File: src/rtl/gat_bram_loader.sv
// rtl/gat_bram_loader.sv - splits one word stream into the H data, node-info and weight BRAM write ports
// Registered write ports, one word per accepted beat; framing is checked against the fixed phase lengths.
module gat_bram_loader #(
    parameter int TOP_WIDTH         = 32,
    parameter int H_NUM_SPARSE_DATA = 242101,
    parameter int TOTAL_NODES       = 13264,
    parameter int NUM_FEATURE_IN    = 1433,
    parameter int NUM_FEATURE_OUT   = 16,
    parameter int H_DATA_ADDR_W     = $clog2(H_NUM_SPARSE_DATA),
    parameter int NODE_INFO_ADDR_W  = $clog2(TOTAL_NODES),
    parameter int WEIGHT_ADDR_W     = $clog2(NUM_FEATURE_IN * NUM_FEATURE_OUT)
) (
    input  logic                          clk_i,
    input  logic                          rst_n_i,
    input  logic                          load_start_i,
    input  logic [TOP_WIDTH-1:0]          s_data_i,
    input  logic                          s_valid_i,
    output logic                          s_ready_o,
    input  logic                          s_last_i,
    output logic [TOP_WIDTH-1:0]          h_data_bram_din_o,
    output logic                          h_data_bram_ena_o,
    output logic                          h_data_bram_wea_o,
    output logic [H_DATA_ADDR_W+1:0]      h_data_bram_addra_o,
    output logic [TOP_WIDTH-1:0]          h_node_info_bram_din_o,
    output logic                          h_node_info_bram_ena_o,
    output logic                          h_node_info_bram_wea_o,
    output logic [NODE_INFO_ADDR_W+1:0]   h_node_info_bram_addra_o,
    output logic [TOP_WIDTH-1:0]          wgt_bram_din_o,
    output logic                          wgt_bram_ena_o,
    output logic                          wgt_bram_wea_o,
    output logic [WEIGHT_ADDR_W+1:0]      wgt_bram_addra_o,
    output logic                          h_data_bram_load_done_o,
    output logic                          h_node_info_bram_load_done_o,
    output logic                          wgt_bram_load_done_o,
    output logic                          load_busy_o,
    output logic                          load_error_o
);

    localparam int W_WORDS = NUM_FEATURE_IN * NUM_FEATURE_OUT;
    localparam int CNT_W0  = (H_DATA_ADDR_W > NODE_INFO_ADDR_W) ? H_DATA_ADDR_W : NODE_INFO_ADDR_W;
    localparam int CNT_W   = (CNT_W0 > WEIGHT_ADDR_W) ? CNT_W0 : WEIGHT_ADDR_W;

    localparam logic [CNT_W-1:0] H_LAST  = CNT_W'(H_NUM_SPARSE_DATA - 1);
    localparam logic [CNT_W-1:0] NI_LAST = CNT_W'(TOTAL_NODES - 1);
    localparam logic [CNT_W-1:0] W_LAST  = CNT_W'(W_WORDS - 1);

    localparam logic [1:0] S_IDLE    = 2'd0;
    localparam logic [1:0] S_LOAD_H  = 2'd1;
    localparam logic [1:0] S_LOAD_NI = 2'd2;
    localparam logic [1:0] S_LOAD_W  = 2'd3;

    logic [1:0]       state_q, state_d;
    logic [CNT_W-1:0] cnt_q, cnt_d;

    logic accept;
    logic phase_last;
    logic final_word;
    logic abort;
    logic frame_err;
    logic start_clr;
    logic h_wr, ni_wr, w_wr;

    logic                        h_we_q, ni_we_q, w_we_q;
    logic [TOP_WIDTH-1:0]        h_din_q, ni_din_q, w_din_q;
    logic [H_DATA_ADDR_W+1:0]    h_addr_q;
    logic [NODE_INFO_ADDR_W+1:0] ni_addr_q;
    logic [WEIGHT_ADDR_W+1:0]    w_addr_q;

    logic h_pend_q, ni_pend_q, w_pend_q;
    logic h_pend_d, ni_pend_d, w_pend_d;
    logic h_done_q, ni_done_q, w_done_q;
    logic err_q;

    assign s_ready_o   = (state_q != S_IDLE);
    assign load_busy_o = (state_q != S_IDLE);
    assign accept      = s_valid_i & s_ready_o;
    assign start_clr   = (state_q == S_IDLE) & load_start_i;

    always_comb begin
        phase_last = 1'b0;
        case (state_q)
            S_LOAD_H:  phase_last = (cnt_q == H_LAST);
            S_LOAD_NI: phase_last = (cnt_q == NI_LAST);
            S_LOAD_W:  phase_last = (cnt_q == W_LAST);
            default:   phase_last = 1'b0;
        endcase
    end

    // Only the final weight word may carry s_last, and it must.
    assign final_word = (state_q == S_LOAD_W) & phase_last;
    assign abort      = accept & s_last_i & ~final_word;
    assign frame_err  = abort | (accept & final_word & ~s_last_i);

    assign h_wr  = accept & (state_q == S_LOAD_H);
    assign ni_wr = accept & (state_q == S_LOAD_NI);
    assign w_wr  = accept & (state_q == S_LOAD_W);

    assign h_pend_d  = h_wr & phase_last & ~abort;
    assign ni_pend_d = ni_wr & phase_last & ~abort;
    assign w_pend_d  = w_wr & phase_last;

    always_comb begin
        state_d = state_q;
        cnt_d   = cnt_q;
        if (state_q == S_IDLE) begin
            if (load_start_i) begin
                state_d = S_LOAD_H;
                cnt_d   = '0;
            end
        end else if (accept) begin
            if (abort) begin
                state_d = S_IDLE;
                cnt_d   = '0;
            end else if (phase_last) begin
                cnt_d = '0;
                case (state_q)
                    S_LOAD_H:  state_d = S_LOAD_NI;
                    S_LOAD_NI: state_d = S_LOAD_W;
                    default:   state_d = S_IDLE;
                endcase
            end else begin
                cnt_d = cnt_q + CNT_W'(1);
            end
        end
    end

    always_ff @(posedge clk_i or negedge rst_n_i) begin
        if (!rst_n_i) begin
            state_q <= S_IDLE;
            cnt_q   <= '0;
        end else begin
            state_q <= state_d;
            cnt_q   <= cnt_d;
        end
    end

    // Write ports: enables pulse for one cycle, data/address hold between writes.
    always_ff @(posedge clk_i or negedge rst_n_i) begin
        if (!rst_n_i) begin
            h_we_q    <= 1'b0;
            ni_we_q   <= 1'b0;
            w_we_q    <= 1'b0;
            h_din_q   <= '0;
            ni_din_q  <= '0;
            w_din_q   <= '0;
            h_addr_q  <= '0;
            ni_addr_q <= '0;
            w_addr_q  <= '0;
        end else begin
            h_we_q  <= h_wr;
            ni_we_q <= ni_wr;
            w_we_q  <= w_wr;
            if (h_wr) begin
                h_din_q  <= s_data_i;
                h_addr_q <= {cnt_q[H_DATA_ADDR_W-1:0], 2'b00};
            end
            if (ni_wr) begin
                ni_din_q  <= s_data_i;
                ni_addr_q <= {cnt_q[NODE_INFO_ADDR_W-1:0], 2'b00};
            end
            if (w_wr) begin
                w_din_q  <= s_data_i;
                w_addr_q <= {cnt_q[WEIGHT_ADDR_W-1:0], 2'b00};
            end
        end
    end

    // Done flags trail the final write by one cycle so the BRAM has committed it.
    always_ff @(posedge clk_i or negedge rst_n_i) begin
        if (!rst_n_i) begin
            h_pend_q  <= 1'b0;
            ni_pend_q <= 1'b0;
            w_pend_q  <= 1'b0;
            h_done_q  <= 1'b0;
            ni_done_q <= 1'b0;
            w_done_q  <= 1'b0;
            err_q     <= 1'b0;
        end else if (start_clr) begin
            h_pend_q  <= 1'b0;
            ni_pend_q <= 1'b0;
            w_pend_q  <= 1'b0;
            h_done_q  <= 1'b0;
            ni_done_q <= 1'b0;
            w_done_q  <= 1'b0;
            err_q     <= 1'b0;
        end else begin
            h_pend_q  <= h_pend_d;
            ni_pend_q <= ni_pend_d;
            w_pend_q  <= w_pend_d;
            h_done_q  <= h_done_q | h_pend_q;
            ni_done_q <= ni_done_q | ni_pend_q;
            w_done_q  <= w_done_q | w_pend_q;
            err_q     <= err_q | frame_err;
        end
    end

    assign h_data_bram_din_o        = h_din_q;
    assign h_data_bram_ena_o        = h_we_q;
    assign h_data_bram_wea_o        = h_we_q;
    assign h_data_bram_addra_o      = h_addr_q;
    assign h_node_info_bram_din_o   = ni_din_q;
    assign h_node_info_bram_ena_o   = ni_we_q;
    assign h_node_info_bram_wea_o   = ni_we_q;
    assign h_node_info_bram_addra_o = ni_addr_q;
    assign wgt_bram_din_o           = w_din_q;
    assign wgt_bram_ena_o           = w_we_q;
    assign wgt_bram_wea_o           = w_we_q;
    assign wgt_bram_addra_o         = w_addr_q;

    assign h_data_bram_load_done_o      = h_done_q;
    assign h_node_info_bram_load_done_o = ni_done_q;
    assign wgt_bram_load_done_o         = w_done_q;
    assign load_error_o                 = err_q;

endmodule
File: config.mk
export PLATFORM = sky130hd
export DESIGN_NAME = gat_bram_loader
export DESIGN_NICKNAME = d
export VERILOG_FILES = /design/src/rtl/gat_bram_loader.sv
export SDC_FILE = /design/constraint.sdc
export NUM_CORES = 1
export LEC_CHECK = 0
export ABC_AREA = 0
export CAP_MARGIN = 0
export CELL_PAD_IN_SITES_DETAIL_PLACEMENT = 1
export CELL_PAD_IN_SITES_GLOBAL_PLACEMENT = 1
export CORE_ASPECT_RATIO = 0.9
export CORE_MARGIN = 10
export CORE_UTILIZATION = 41
export CTS_CLUSTER_DIAMETER = 50
export DETAILED_ROUTE_END_ITERATION = 6
export GPL_TIMING_DRIVEN = 0
export PLACE_DENSITY_LB_ADDON = 0.1
export REMOVE_ABC_BUFFERS = 1
export SETUP_SLACK_MARGIN = 0.1
export SLEW_MARGIN = 10
export SYNTH_ARGS = -nofsm -noshare
export SYNTH_HDL_FRONTEND = slang
export SYNTH_SLANG_ARGS = --single-unit
File: constraint.sdc
create_clock -name clk_i -period 3.29 [get_ports clk_i]
set_input_delay 0.4935 -clock clk_i [delete_from_list [all_inputs] [get_ports clk_i]]
set_output_delay 0.4935 -clock clk_i [all_outputs]
set_load 0.02 [all_outputs]
==> results.json <==
{
  "outcome": "completed",
  "synth-edff-count": 0,
  "ys.flop_type": "dfrtp_1",
  "rsz0062_at_grt": "false",
  "p_int_w": 0.00429,
  "gp_congestion": 0.713,
  "maxCapViolCount": 0,
  "period_share_pct": 84.6,
  "tightest_slew_ps": 846,
  "fin_crit_ps": 2780,
  "num_antenna_cells": 0,
  "syn2layout_area_growth_pct": 38.3,
  "clock.fmax_mhz": 359,
  "p_comb_share_pct": 24.4,
  "final_area_um2": 9730,
  "grt_pass1_vias": 5464,
  "clock_skew_ps": 6.31,
  "netlist_area_um2": 7030,
  "utilization_pct": 57.8,
  "p_clk_share_pct": 34.1,
  "layout_setup_ws_ps": 507,
  "crit_required_ps": 3590,
  "ys_ff_latch": 173,
  "ir_drop_mv": 0.403,
  "numCtsBuffers": 17,
  "drtIter0Drc": 172,
  "pwr-share-seq_pct": 41.5,
  "grtUsageTotal_pct": 17.7,
  "die_w_um": 158,
  "dp_hpwl_um": 13500,
  "switching_share_pct": 29.2,
  "endpoint_kind": "register",
  "crit_type": "register to register",
  "finalSetupTns_ps": 0,
  "h-tree-depth": 4,
  "cts_tree": "done",
  "dieArea_um2": 22800,
  "grt-ovfl-total": 0,
  "start_kind": "register",
  "powerDensity_nw_per_um2": 623,
  "r2r_cells": 7,
  "reg2reg_from": "state_q[1]$_DFFE_PN0P_",
  "clock_latency_ps": 430,
  "via_per_inst": 5.21,
  "p_total_w": 0.00606,
  "post_drt_wl_per_cell_um": 21.6,
  "wl_um": 19600,
  "firstDrtPassIters": 4,
  "grt_pass1_wl_um": 31100,
  "ant_nets": 0,
  "slew_viol_final": 0,
  "final_layout_size_suffix_gt1_share_pct": 26.6,
  "nets": 730,
  "num_rows": 45,
  "clk_pin_slew_ps": 70,
  "hold_class": "primary input to asynchronous set/reset pin",
  "cellLeakagePower_nw": 4.45,
  "slew_headroom_pct": 43.5,
  "yosysWarnings": 0,
  "power.switching_w": 0.00177,
  "cp_max_fo": 16,
  "place_area_um2": 9120,
  "via_count": 4739,
  "r2r-end": "cnt_q[10]$_DFFE_PN0P_",
  "portBuffers": 191,
  "syn_area_per_cell_um2": 13.9,
  "grt_max_degree": 92,
  "root_buffer": "clkbuf_16",
  "antenna_found_initial": 0,
  "cts.sink_count": 173,
  "ios": 198,
  "die_h_um": 144,
  "finalSetupViolCount": 0,
  "ys_seq_area_share_pct": 61.5,
  "crit_arrival_ps": 3080,
  "worst-r2r-setup-slack_ps": 510,
  "initial_core_util_pct": 41.8,
  "finalHoldViolations": 0,
  "clockBufferDepth": 2,
  "remaining_drc_errors": 0,
  "async_reset_ff_share_pct": 100,
  "ys_types": 47,
  "coreArea_um2": 16800,
  "synthCells": 506,
  "dp_slack_ps": 113
}
## routing by layer
| layer | part of all wire [%] | routed length (µm) | vias up | track usage [%] |
|---|---|---|---|---|
| li1 | - | - | 2113 | - |
| met1 | 38 | 7460 | 2453 | 18.6 |
| met2 | 49 | 9540 | 151 | 29.5 |
| met3 | 12 | 2300 | 22 | 10.1 |
| met4 | 1.5 | 292 | 0 | 5.99 |
| met5 | 0 | 0 | - | 0 |
## state kept, by name (all words and copies together) (netlist names), 2 cells and up
name,cells
h_data_bram_addra_o,18
h_data_bram_din_o,32
cnt_q,18
h_node_info_bram_addra_o,14
h_node_info_bram_din_o,32
wgt_bram_din_o,32
state_q,2
wgt_bram_addra_o,15
## power by group through the flow
stage,sequential (W),combinational [W],clock (W)
after floorplan,0.00281,0.000434,0
after global placement,0.00253,0.00144,0
after detailed placement,0.00256,0.00150,0
after CTS,0.00252,0.00151,0.00212
after global routing,0.00255,0.00158,0.00221
final,0.00252,0.00148,0.00207
## worst max-delay path, stage by stage, from the launching register on
cell,delay [ps]
dfrtp_1,540
inv_1,140
ha_1,270
nor2b_2,510
nand2_1,150
a31oi_2,690
nand3_1,190
o311ai_0,160
## cell type report
type | count | area [µm²]
well taps | 211 | 264
clock buffers | 18 | 439
multi-input cells | 290 | 2520
inverters | 10 | 37.5
fillers | 1626 | 7110
clock inverters | 13 | 164
flip-flops and latches | 173 | 4330
repair buffers | 194 | 1980
## how the worst max path moves through the flow
stage,slack [ps],from,to
after global placement,-5060,rst_n_i,load_error_o$_DFF_PN0_
after floorplan,510,state_q[1]$_DFFE_PN0P_,h_data_bram_addra_o[10]$_DFFE_PN0P_
after global routing,210,state_q[1]$_DFFE_PN0P_,cnt_q[4]$_DFFE_PN0P_
final,510,state_q[1]$_DFFE_PN0P_,cnt_q[10]$_DFFE_PN0P_
after CTS,170,state_q[1]$_DFFE_PN0P_,cnt_q[4]$_DFFE_PN0P_
after detailed placement,110,s_valid_i,cnt_q[4]$_DFFE_PN0P_
## kinds of logic (layout without fill, tap and decap cells)
kind of cell / after synthesis / after routing / share of synthesized area (%)
flip-flops: 173 / 173 / 61.5
AND/OR/NAND/NOR: 93 / 93 / 6.71
adder cells (fa/ha/maj): 7 / 7 / 1.25
multiplexers: 135 / 135 / 21.6
AO/OA/AOI/OAI: 43 / 43 / 4.73
XOR/XNOR: 6 / 6 / 0.747
other: 1 / 6 / 0.0533
buffers and inverters: 48 / 235 / 3.36
## timing repair
item                                    in CTS  in global routing
endpoints found under the setup margin       0                106
buffers inserted                             0                  0
hold endpoints to repair                     0                  0
gates resized for setup                      0                  1
hold buffers                                 0                  0
## cells in the final DEF (no fill, tap or decap), types with 2 or more instances in the layout
master	instances
clkdlybuf4s50_1	190
dfrtp_1	173
mux2_2	134
nand2_1	34
nand3_1	19
clkbuf_16	17
o21ai_0	16
inv_1	10
nor2_1	9
ha_1	7
conb_1	6
clkinvlp_4	5
or3_1	4
o311ai_0	4
nand2_4	3
nand4_1	3
xnor2_1	3
o21a_1	3
a21oi_1	3
xor2_1	3
o311ai_1	3
inv_6	3
bufinv_16	3
or4b_1	2
nand3b_1	2
nand4b_1	2
nor3_1	2
nand2b_1	2
and3_1	2
nor4_1	2
or2_2	2
a21o_2	2
a22o_1	2
clkinv_2	2
## through the flow
step / hold WS (ps) / instances
6_report: 67.9 / 909
5_1_grt: 111 / 909
4_1_cts: 87.1 / 909
3_5_place_dp: 452 / 878
3_3_place_gp: 444 / 875
2_1_floorplan: 198 / 473
## cell usage after synthesis, types with 3 or more instances
master    instances  area [µm²]
o311ai_1          3        26.3
buf_2             3        15.0
mux2_2          134        1510
xnor2_1           3        26.3
clkbuf_1         16        60.1
ha_1              7        87.6
buf_1             7        26.3
inv_1            10        37.5
nand2_1          37         139
o21ai_0          16        80.1
nand3_1          19        95.1
dfrtp_1         173        4330
xor2_1            3        26.3
o311ai_0          4        35.0
nor2_1            9        33.8
a21oi_1           4        20.0
buf_4            10        75.1
or3_1             4        25.0
nand4_1           3        18.8
o21a_1            3        22.5
No activity file was read; power rests on OpenSTA's default activity.
